### config.mk
export PLATFORM = sky130hd
export DESIGN_NAME = prog_mem_loader
export DESIGN_NICKNAME = d
export VERILOG_FILES = /design/src/rtl/prog_mem_loader.sv
export SDC_FILE = /design/constraint.sdc
export NUM_CORES = 1
export LEC_CHECK = 0
export CAP_MARGIN = 15
export CORE_UTILIZATION = 55
export CTS_BUF_LIST = sky130_fd_sc_hd__clkbuf_2 sky130_fd_sc_hd__clkbuf_4 sky130_fd_sc_hd__clkbuf_8
export CTS_CLUSTER_DIAMETER = 60
export CTS_CLUSTER_SIZE = 40
export DETAILED_ROUTE_END_ITERATION = 16
export PLACE_DENSITY = 0.89
export SYNTH_ARGS = -nofsm -noshare
export SYNTH_HDL_FRONTEND = slang
export SYNTH_SLANG_ARGS = --single-unit
### constraint.sdc
create_clock -name clk -period 4.21 [get_ports clk]
set_input_delay 0.842 -clock clk [delete_from_list [all_inputs] [get_ports clk]]
set_output_delay 0.842 -clock clk [all_outputs]
set_load 0.005 [all_outputs]
### src/rtl/prog_mem_loader.sv
// prog_mem_loader: writes a framed byte-stream program image into the byte-wide
// program memory. The CPU is held in reset until a complete image is loaded.
// Frame: SYNC_BYTE, LEN (0 means 256), LEN data bytes[, checksum byte].
// Optional checksum trailer and error state: define PROG_LOADER_CHECKSUM_EN.
module prog_mem_loader #(
  parameter int unsigned          ADD_WIDTH = 8,
  parameter int unsigned          WIDTH     = 8,
  parameter logic [WIDTH-1:0]     SYNC_BYTE = WIDTH'(8'hA5),
  parameter logic [ADD_WIDTH-1:0] BASE_ADDR = ADD_WIDTH'(8'h00)
) (
  input  logic                 clk,
  input  logic                 rst,
  input  logic                 load_start,
  input  logic [WIDTH-1:0]     in_data,
  input  logic                 in_valid,
  output logic                 in_ready,
  output logic                 mem_wen,
  output logic [ADD_WIDTH-1:0] mem_addr,
  output logic [WIDTH-1:0]     mem_wdata,
  output logic                 cpu_rst_n,
  output logic                 done,
  output logic                 error
);

  // One extra bit so a length byte of zero can stand for a full 256-byte image.
  localparam int unsigned CNT_W = WIDTH + 1;

  typedef enum logic [2:0] {
    IDLE = 3'd0,
    SYNC = 3'd1,
    LEN  = 3'd2,
    LOAD = 3'd3,
`ifdef PROG_LOADER_CHECKSUM_EN
    CHK  = 3'd4,
    ERR  = 3'd6,
`endif
    DONE = 3'd5
  } state_e;

  state_e                 state_q, state_d;
  logic [CNT_W-1:0]       remaining_q, remaining_d;
  logic [ADD_WIDTH-1:0]   offset_q, offset_d;
  logic                   mem_wen_q, mem_wen_d;
  logic [ADD_WIDTH-1:0]   mem_addr_q, mem_addr_d;
  logic [WIDTH-1:0]       mem_wdata_q, mem_wdata_d;
  logic                   done_q, done_d;
  logic                   cpu_rst_n_q, cpu_rst_n_d;
  logic                   accept;
`ifdef PROG_LOADER_CHECKSUM_EN
  logic [WIDTH-1:0]       sum_q, sum_d;
  logic                   error_q, error_d;
`endif

  // Ready is a pure decode of the current state.
  always_comb begin
    in_ready = 1'b0;
    case (state_q)
      SYNC, LEN, LOAD: in_ready = 1'b1;
`ifdef PROG_LOADER_CHECKSUM_EN
      CHK:             in_ready = 1'b1;
`endif
      default:         in_ready = 1'b0;
    endcase
  end

  assign accept = in_valid & in_ready;

  // Frame parser: next state, byte counters and the registered write port.
  always_comb begin
    state_d     = state_q;
    remaining_d = remaining_q;
    offset_d    = offset_q;
    mem_wen_d   = 1'b0;
    mem_addr_d  = mem_addr_q;
    mem_wdata_d = mem_wdata_q;
`ifdef PROG_LOADER_CHECKSUM_EN
    sum_d       = sum_q;
`endif
    case (state_q)
      IDLE: state_d = SYNC;
      SYNC: begin
        if (accept && (in_data == SYNC_BYTE)) state_d = LEN;
      end
      LEN: begin
        if (accept) begin
          remaining_d = (in_data == '0) ? {1'b1, {WIDTH{1'b0}}} : CNT_W'(in_data);
          offset_d    = '0;
`ifdef PROG_LOADER_CHECKSUM_EN
          sum_d       = '0;
`endif
          state_d     = LOAD;
        end
      end
      LOAD: begin
        if (accept) begin
          mem_wen_d   = 1'b1;
          mem_addr_d  = BASE_ADDR + offset_q;
          mem_wdata_d = in_data;
          offset_d    = offset_q + ADD_WIDTH'(1);
          remaining_d = remaining_q - CNT_W'(1);
`ifdef PROG_LOADER_CHECKSUM_EN
          sum_d       = sum_q + in_data;
          if (remaining_q == CNT_W'(1)) state_d = CHK;
`else
          if (remaining_q == CNT_W'(1)) state_d = DONE;
`endif
        end
      end
`ifdef PROG_LOADER_CHECKSUM_EN
      CHK: begin
        if (accept) state_d = (in_data == sum_q) ? DONE : ERR;
      end
      ERR: begin
        if (load_start) state_d = SYNC;
      end
`endif
      DONE: begin
        if (load_start) state_d = SYNC;
      end
      default: state_d = IDLE;
    endcase
    // Status outputs track the state being entered, so they settle with it.
    done_d      = (state_d == DONE);
    cpu_rst_n_d = (state_d == DONE);
`ifdef PROG_LOADER_CHECKSUM_EN
    error_d     = (state_d == ERR);
`endif
  end

  // State and output registers; reset abandons any frame in progress.
  always_ff @(posedge clk or negedge rst) begin
    if (!rst) begin
      state_q     <= IDLE;
      remaining_q <= '0;
      offset_q    <= '0;
      mem_wen_q   <= 1'b0;
      mem_addr_q  <= '0;
      mem_wdata_q <= '0;
      done_q      <= 1'b0;
      cpu_rst_n_q <= 1'b0;
`ifdef PROG_LOADER_CHECKSUM_EN
      sum_q       <= '0;
      error_q     <= 1'b0;
`endif
    end else begin
      state_q     <= state_d;
      remaining_q <= remaining_d;
      offset_q    <= offset_d;
      mem_wen_q   <= mem_wen_d;
      mem_addr_q  <= mem_addr_d;
      mem_wdata_q <= mem_wdata_d;
      done_q      <= done_d;
      cpu_rst_n_q <= cpu_rst_n_d;
`ifdef PROG_LOADER_CHECKSUM_EN
      sum_q       <= sum_d;
      error_q     <= error_d;
`endif
    end
  end

  assign mem_wen   = mem_wen_q;
  assign mem_addr  = mem_addr_q;
  assign mem_wdata = mem_wdata_q;
  assign done      = done_q;
  assign cpu_rst_n = cpu_rst_n_q;
`ifdef PROG_LOADER_CHECKSUM_EN
  assign error     = error_q;
`else
  assign error     = 1'b0;
`endif

endmodule

==> reports/metrics.csv, run 1 <==
stage,metric,value,unit
yosys,synth_top_area_cell,dfrtp_1,
global_route,antenna_found_initial,0,
worst_setup_path,end_kind,output pin,
flow_run,maxCapViolCount,0,
clock_tree,cts_buffers,5,
final_layout,finalNonFillerCells,244,
final_layout,fin_nets,215,
yosys,synthArstFlopShare,100,%
yosys,syn_area_per_cell,10.7,µm²
yosys,yosysWarnings,0,
yosys,syn-num-nets,185,
detailed_routing,dr.pass1.iters,4,
worst_setup_path,critPathArrivalTime,1770,ps
die,core_area,0.00310,mm²
worst_setup_path,critPathKind,flop to output pin,
timing,period_needed,2620,ps
worst_setup_path,worstSetupStartpointType,flop,
worst_setup_path,r2r-start,state_q[0]$_DFF_PN0_,
placement,io_buffers,31,
timing,hold_viol,0,
clock_tree,root_buffer,clkbuf_4,
worst_setup_path,worstPathRequired,3370,ps
global_route,track_usage,26.2,%
detailed_routing,drc,0,
clock_tree,htreeDepth,2,
worst_hold_path,min_from,mem_addr[7]$_DFFE_PN0P_,
detailed_routing,wire_per_inst,16.3,µm
timing,fin_skew,6.88,ps
timing,whs,488,ps
global_route,first_global_vias,1423,
die,start_util,58.7,%
yosys,synth_edf_count,0,
placement,gp_congestion,0.912,
detailed_routing,drt-initial-drc-count,62,
detailed_routing,via_count,1455,
pwr,ir_drop,0.000400,V
timing,rsz0062_at_grt,no,
yosys,synthTopCellsByArea,"dfrtp_1 (52%), mux2_2 (9.3%), nand2_1 (3.1%)",
die,die_h,59.6,µm
die,io_pins,33,
clock_tree,clk_path_buf_depth,2,
final_layout,num_antenna_cells,0,
timing,fmaxAchievable,382,MHz
yosys,ys_types,39,
worst_hold_path,hold_path_class,flop to flop,
yosys,ys.flop_type,dfrtp_1,
global_route,grt_pass1_wl,6620,µm
timing,setup_viol,0,
clock_tree,clk_pin_slew,110,ps
final_layout,utilization,71.9,%
clock_tree,cts_hold_buffers,0,
timing,tns,0,ps
clock_tree,postCtsResizedCells,0,
clock_tree,postCtsSetupBuffers,0,
clock_tree,clk_latency,350,ps
timing,min_period_over_period,62.1,%
detailed_routing,postRouteAntennaNets,0,
detailed_routing,drt-total-wl,3970,µm
die,die_w,59.6,µm
placement,placed_cells,237,
yosys,synth.most_common_cell,dfrtp_1,
pwr,power_leakage,0.988,nW
yosys,synthCells,170,
yosys,netlist.area_leader.share,52.2,%
timing,relSlewSlack,39.4,%
outcome,outcome,completed,
timing,max_slew.worst_pin.slew,907,ps
worst_setup_path,path_max_fanout,15,
placement,dpl.hpwl,2720,µm
yosys,synth_common_cells,"dfrtp_1 (38), mux2_2 (15), nand2_1 (15), nor2_1 (13)",
global_route,gr-total-overflow,0,
yosys,syn_area,0.00182,mm²
final_layout,syn2layout_area_growth,22.3,%
clock_tree,numClockSinks,38,
die,design.die.area,0.00355,mm²
clock_tree,cts_tree,yes,
global_route,grt_max_degree,39,
final_layout,drive_above_1_share,13.0,%
die,rows,20,
yosys,synth-seq-cells,38,
timing,slew_viol_final,0,
yosys,ys_seq_area_share,52.2,%
worst_setup_path,startpoint,state_q[0]$_DFF_PN0_,
detailed_routing,via_per_inst,5.96,
pwr,p_per_area,507,mW/mm²
## placed cells by master, fill, tap and decap left out, types with 2 or more instances in the layout
cell type        synthesis  routed
a21oi_1                  9       9
a221o_1                  2       2
a22o_1                   2       2
and3b_1                  2       2
clkbuf_4                 0       5
clkdlybuf4s50_1          0      31
dfrtp_1                 38      38
ha_1                     3       3
inv_1                    5       5
mux2_2                  15      15
mux2i_1                  5       5
nand2_1                 15      15
nand3_1                  9       9
nand4b_1                 2       2
nor2_1                  13      13
nor3_1                   5       5
nor4_1                   3       3
o21ai_0                  8       8
o22ai_1                  4       4
or4_1                    2       2
xnor2_1                  2       2
## flip-flops by register name, indices dropped and copies added (netlist names)
signal,flops
cpu_rst_n,1
mem_addr,8
mem_wdata,8
mem_wen,1
offset_q,8
remaining_q,9
state_q,3
## cells by family (layout without fill, tap and decap cells)
kind of cell / count (synthesis) / in the layout / share of synthesized area (%)
flops: 38 / 38 / 52.2
fa+ha+maj: 4 / 4 / 2.61
mux: 20 / 20 / 12.0
other cells: 1 / 1 / 0.206
xor+xnor: 2 / 2 / 0.961
compound gates: 30 / 30 / 10.3
buf+inv: 14 / 44 / 3.64
simple gates: 61 / 61 / 18.1
## metrics by stage
stage          cell area [µm²]  power [mW]  setup slack (ps)
5_1_grt                   2230        1.20              1550
3_5_place_dp              2150       0.876              1410
2_1_floorplan             1820       0.711              2320
6_report                  2230        1.13              1590
4_1_cts                   2230        1.14              1610
3_3_place_gp              2150       0.858              1540
## per-layer routing
metal  part of all wire, %  up-vias  track usage (%)
met1                    42      691             34.2
met5                     0        -                0
li1                      -      678                -
met3                   6.5       14             8.30
met2                    49       72             40.6
met4                   2.4        0             10.3
## critical path, cell delays in order, from the launching register on
cell             delay (ps)
dfrtp_1                 680
nor2_1                  120
nor2_1                  110
clkdlybuf4s50_1         500
## power breakdown
group          internal (mW)  leakage (nW)  switching [mW]
Combinational          0.205         0.450           0.144
Sequential             0.450         0.494          0.0743
Clock                  0.138        0.0443           0.120
## area by class of cell
class | count | area [µm²]
tap | 44 | 55.1
fill | 240 | 873
clock inverter | 1 | 30.0
clock buffer | 6 | 51.3
multi-input combinational | 118 | 806
timing repair buffer | 32 | 318
inverter | 5 | 18.8
sequential | 38 | 951
## worst paths after layout
kind | end | slack [ps] | cells past startpoint
worst max-delay path | in_ready | 1590 | 3
worst min-delay path | mem_addr[7]$_DFFE_PN0P_ | 490 | 2
worst max register to register | remaining_q[8]$_DFFE_PN0P_ | 2030 | 2
max in group asynchronous | mem_addr[1]$_DFFE_PN0P_ | 2980 | 2
min in group asynchronous | mem_addr[4]$_DFFE_PN0P_ | 900 | 2
worst min register to register | mem_addr[7]$_DFFE_PN0P_ | 490 | 2
No activity file was read; power rests on OpenSTA's default activity.
==> inputs of run 2 (changes only) <==
--- a/config.mk
+++ b/config.mk
@@ -6,12 +6,12 @@
 export NUM_CORES = 1
 export LEC_CHECK = 0
 export CAP_MARGIN = 15
-export CORE_UTILIZATION = 55
+export CORE_UTILIZATION = 49
 export CTS_BUF_LIST = sky130_fd_sc_hd__clkbuf_2 sky130_fd_sc_hd__clkbuf_4 sky130_fd_sc_hd__clkbuf_8
 export CTS_CLUSTER_DIAMETER = 60
 export CTS_CLUSTER_SIZE = 40
 export DETAILED_ROUTE_END_ITERATION = 16
-export PLACE_DENSITY = 0.89
+export PLACE_DENSITY = 0.84
 export SYNTH_ARGS = -nofsm -noshare
 export SYNTH_HDL_FRONTEND = slang
 export SYNTH_SLANG_ARGS = --single-unit
==> constraint.sdc (replaced) <==
create_clock -name clk -period 2.25 [get_ports clk]
set_input_delay 0.45 -clock clk [delete_from_list [all_inputs] [get_ports clk]]
set_output_delay 0.45 -clock clk [all_outputs]
set_load 0.005 [all_outputs]
==> reports/metrics.csv, run 2 (synthesis gave the netlist of run 1 again) <==
stage,metric,value,unit,change
outcome,outcome,completed,,
placement,placed_area,0.00219,mm²,+1.9%
clock_tree,cts_buffers,5,,unchanged
final_layout,final_cell_mix,"dfrtp_1 (38), clkdlybuf4s50_1 (31), nand2_1 (15), mux2_2 (15), nor2_1 (13)",,
timing,slew_viol_final,0,,unchanged
worst_setup_path,critPathArrivalTime,1530,ps,-240 ps
clock_tree,cts_hold_buffers,0,,unchanged
final_layout,post-route-cell-area,0.00230,mm²,+3.3%
clock_tree,htreeDepth,2,,unchanged
detailed_routing,drt-total-wl,3980,µm,+0.33%
final_layout,fin_nets,220,,+2.3%
detailed_routing,via_count,1467,,+0.82%
timing,min_period_over_period,87.9,%,
timing,hold_viol,0,,unchanged
die,start_util,53.0,%,-5.8 points
worst_setup_path,critPathKind,flop to output pin,,
worst_hold_path,hold_path_class,flop to flop,,
die,rows,21,,+5.0%
timing,rsz0062_at_grt,no,,
pwr,p_sw,650,µW,+92%
timing,fin_ws,272,ps,-1320 ps
worst_setup_path,reg2reg_depth,4,,+2
worst_setup_path,path_cells,nor2_1 -> nor2_1 -> clkdlybuf4s50_1,,
pwr,comb_power_share,29.8,%,-1.0 points
detailed_routing,wire_per_inst,15.8,µm,-2.9%
detailed_routing,dr.pass1.iters,4,,unchanged
clock_tree,postCtsSetupBuffers,0,,unchanged
clock_tree,clk_latency,290,ps,-60 ps
pwr,ir_drop,0.000610,V,+53%
die,design.die.area,0.00397,mm²,+12%
die,core_area,0.00344,mm²,+11%
final_layout,largest_register_ffs,9,,unchanged
pwr,p_seq_share,44.1,%,-2.3 points
clock_tree,postCtsResizedCells,0,,unchanged
final_layout,num_antenna_cells,0,,unchanged
placement,dp_slack,91.7,ps,-1320 ps
global_route,grt_max_degree,39,,unchanged
timing,period_needed,1980,ps,
worst_setup_path,cp_common_cell,nor2_1,,
timing,setup_viol,0,,unchanged
detailed_routing,drt-initial-drc-count,83,,+34%
timing,tns,0,ps,unchanged
placement,dpl.hpwl,2840,µm,+4.5%
placement,io_buffers,31,,unchanged
global_route,first_global_vias,1427,,+0.28%
detailed_routing,via_per_inst,5.82,,-2.4%
die,io_pins,33,,unchanged
clock_tree,clk_pin_slew,70,ps,-40 ps
clock_tree,root_buffer,clkbuf_8,,
flow_run,maxCapViolCount,0,,unchanged
final_layout,syn2layout_area_growth,26.3,%,
pwr,p_per_area,973,mW/mm²,+92%
detailed_routing,postRouteAntennaNets,0,,unchanged
worst_setup_path,worstPathRequired,1800,ps,-1570 ps
worst_setup_path,max_stage_delay,520,ps,-160 ps
clock_tree,cts_tree,yes,,
die,die_h,63.0,µm,+5.7%
final_layout,drive_above_1_share,15.5,%,+2.5 points
pwr,internal_power,1.59,mW,+100%
pwr,sw_frac_of_total,29.0,%,-0.86 points
global_route,track_usage,21.7,%,-4.5 points
worst_hold_path,whs_path_depth,2,,unchanged
clock_tree,numClockSinks,38,,unchanged
detailed_routing,drc,0,,unchanged
clock_tree,clk_path_buf_depth,2,,unchanged
timing,fmaxAchievable,505,MHz,
global_route,antenna_found_initial,0,,unchanged
die,die_w,63.0,µm,+5.7%
placement,gp_congestion,0.864,,-5.3%
timing,fin_skew,4.34,ps,-2.54 ps
final_layout,final_common_cell,dfrtp_1,,
worst_setup_path,cp_slowest_cell,clkdlybuf4s50_1,,
worst_setup_path,end_kind,output pin,,
worst_setup_path,path_max_fanout,8,,-7
pwr,power.total,2.24,mW,+98%
pwr,power_leakage,1.03,nW,+3.8%
global_route,gr-total-overflow,0,,unchanged
global_route,grt_pass1_wl,6640,µm,+0.41%
final_layout,regMostFlops,remaining_q,,
worst_setup_path,worstSetupStartpointType,flop,,
pwr,power_frac_clock,26.1,%,+3.3 points
run 2: changes by cell type in the layout (fill, tap and decap cells not counted):
cell	previous run	this run
clkbuf_8	1	5
clkbuf_4	5	2
buf_4	1	6
run 2: power by group through the flow:
stage	sequential, mW	combinational [mW]	clock, mW
final	0.987	0.668	0.585
after global routing	1.01	0.733	0.623
after CTS	0.982	0.672	0.589
after detailed placement	0.992	0.661	0
after global placement	0.978	0.640	0
after floorplan	0.966	0.365	0
run 2: layout make-up:
cell class	instances	area (µm²)
repair buffers	37	355
flip-flops and latches	38	951
clock inverters	1	30.0
multi-input cells	118	806
well taps	46	57.6
inverters	5	18.8
fillers	276	1140
clock buffers	7	83.8
run 2: final timing paths:
kind / start / to / slack (ps)
min: mem_addr[7]$_DFFE_PN0P_ / mem_addr[7]$_DFFE_PN0P_ / 480
min reg2reg: mem_addr[7]$_DFFE_PN0P_ / mem_addr[7]$_DFFE_PN0P_ / 480
min in group asynchronous: rst / mem_addr[3]$_DFFE_PN0P_ / 570
max reg2reg: remaining_q[6]$_DFFE_PN0P_ / state_q[1]$_DFF_PN0_ / 580
max: state_q[1]$_DFF_PN0_ / in_ready / 270
max in group asynchronous: rst / mem_wdata[4]$_DFFE_PN0P_ / 1340
run 2: worst max-delay path: cells and delay by family (launching register included):
kind          cells  cell delay (ps)
flops             1              480
buf+inv           1              520
simple gates      2              250
run 2: through the flow:
stage               instances  util (%)  hold slack, ps
floorplan                 170         -             154
global placement          244      63.6             459
CTS                       252      66.9             485
finish                    252      66.9             484
detailed placement        244      63.6             467
global route              252      66.9             528
run 2: routing by layer:
layer	global-route usage [%]	up-vias	routed length, µm
met5	0	-	0
met3	5.47	6	229
met2	32.8	54	1920
met1	29.9	732	1780
met4	7.85	0	47
li1	-	675	-
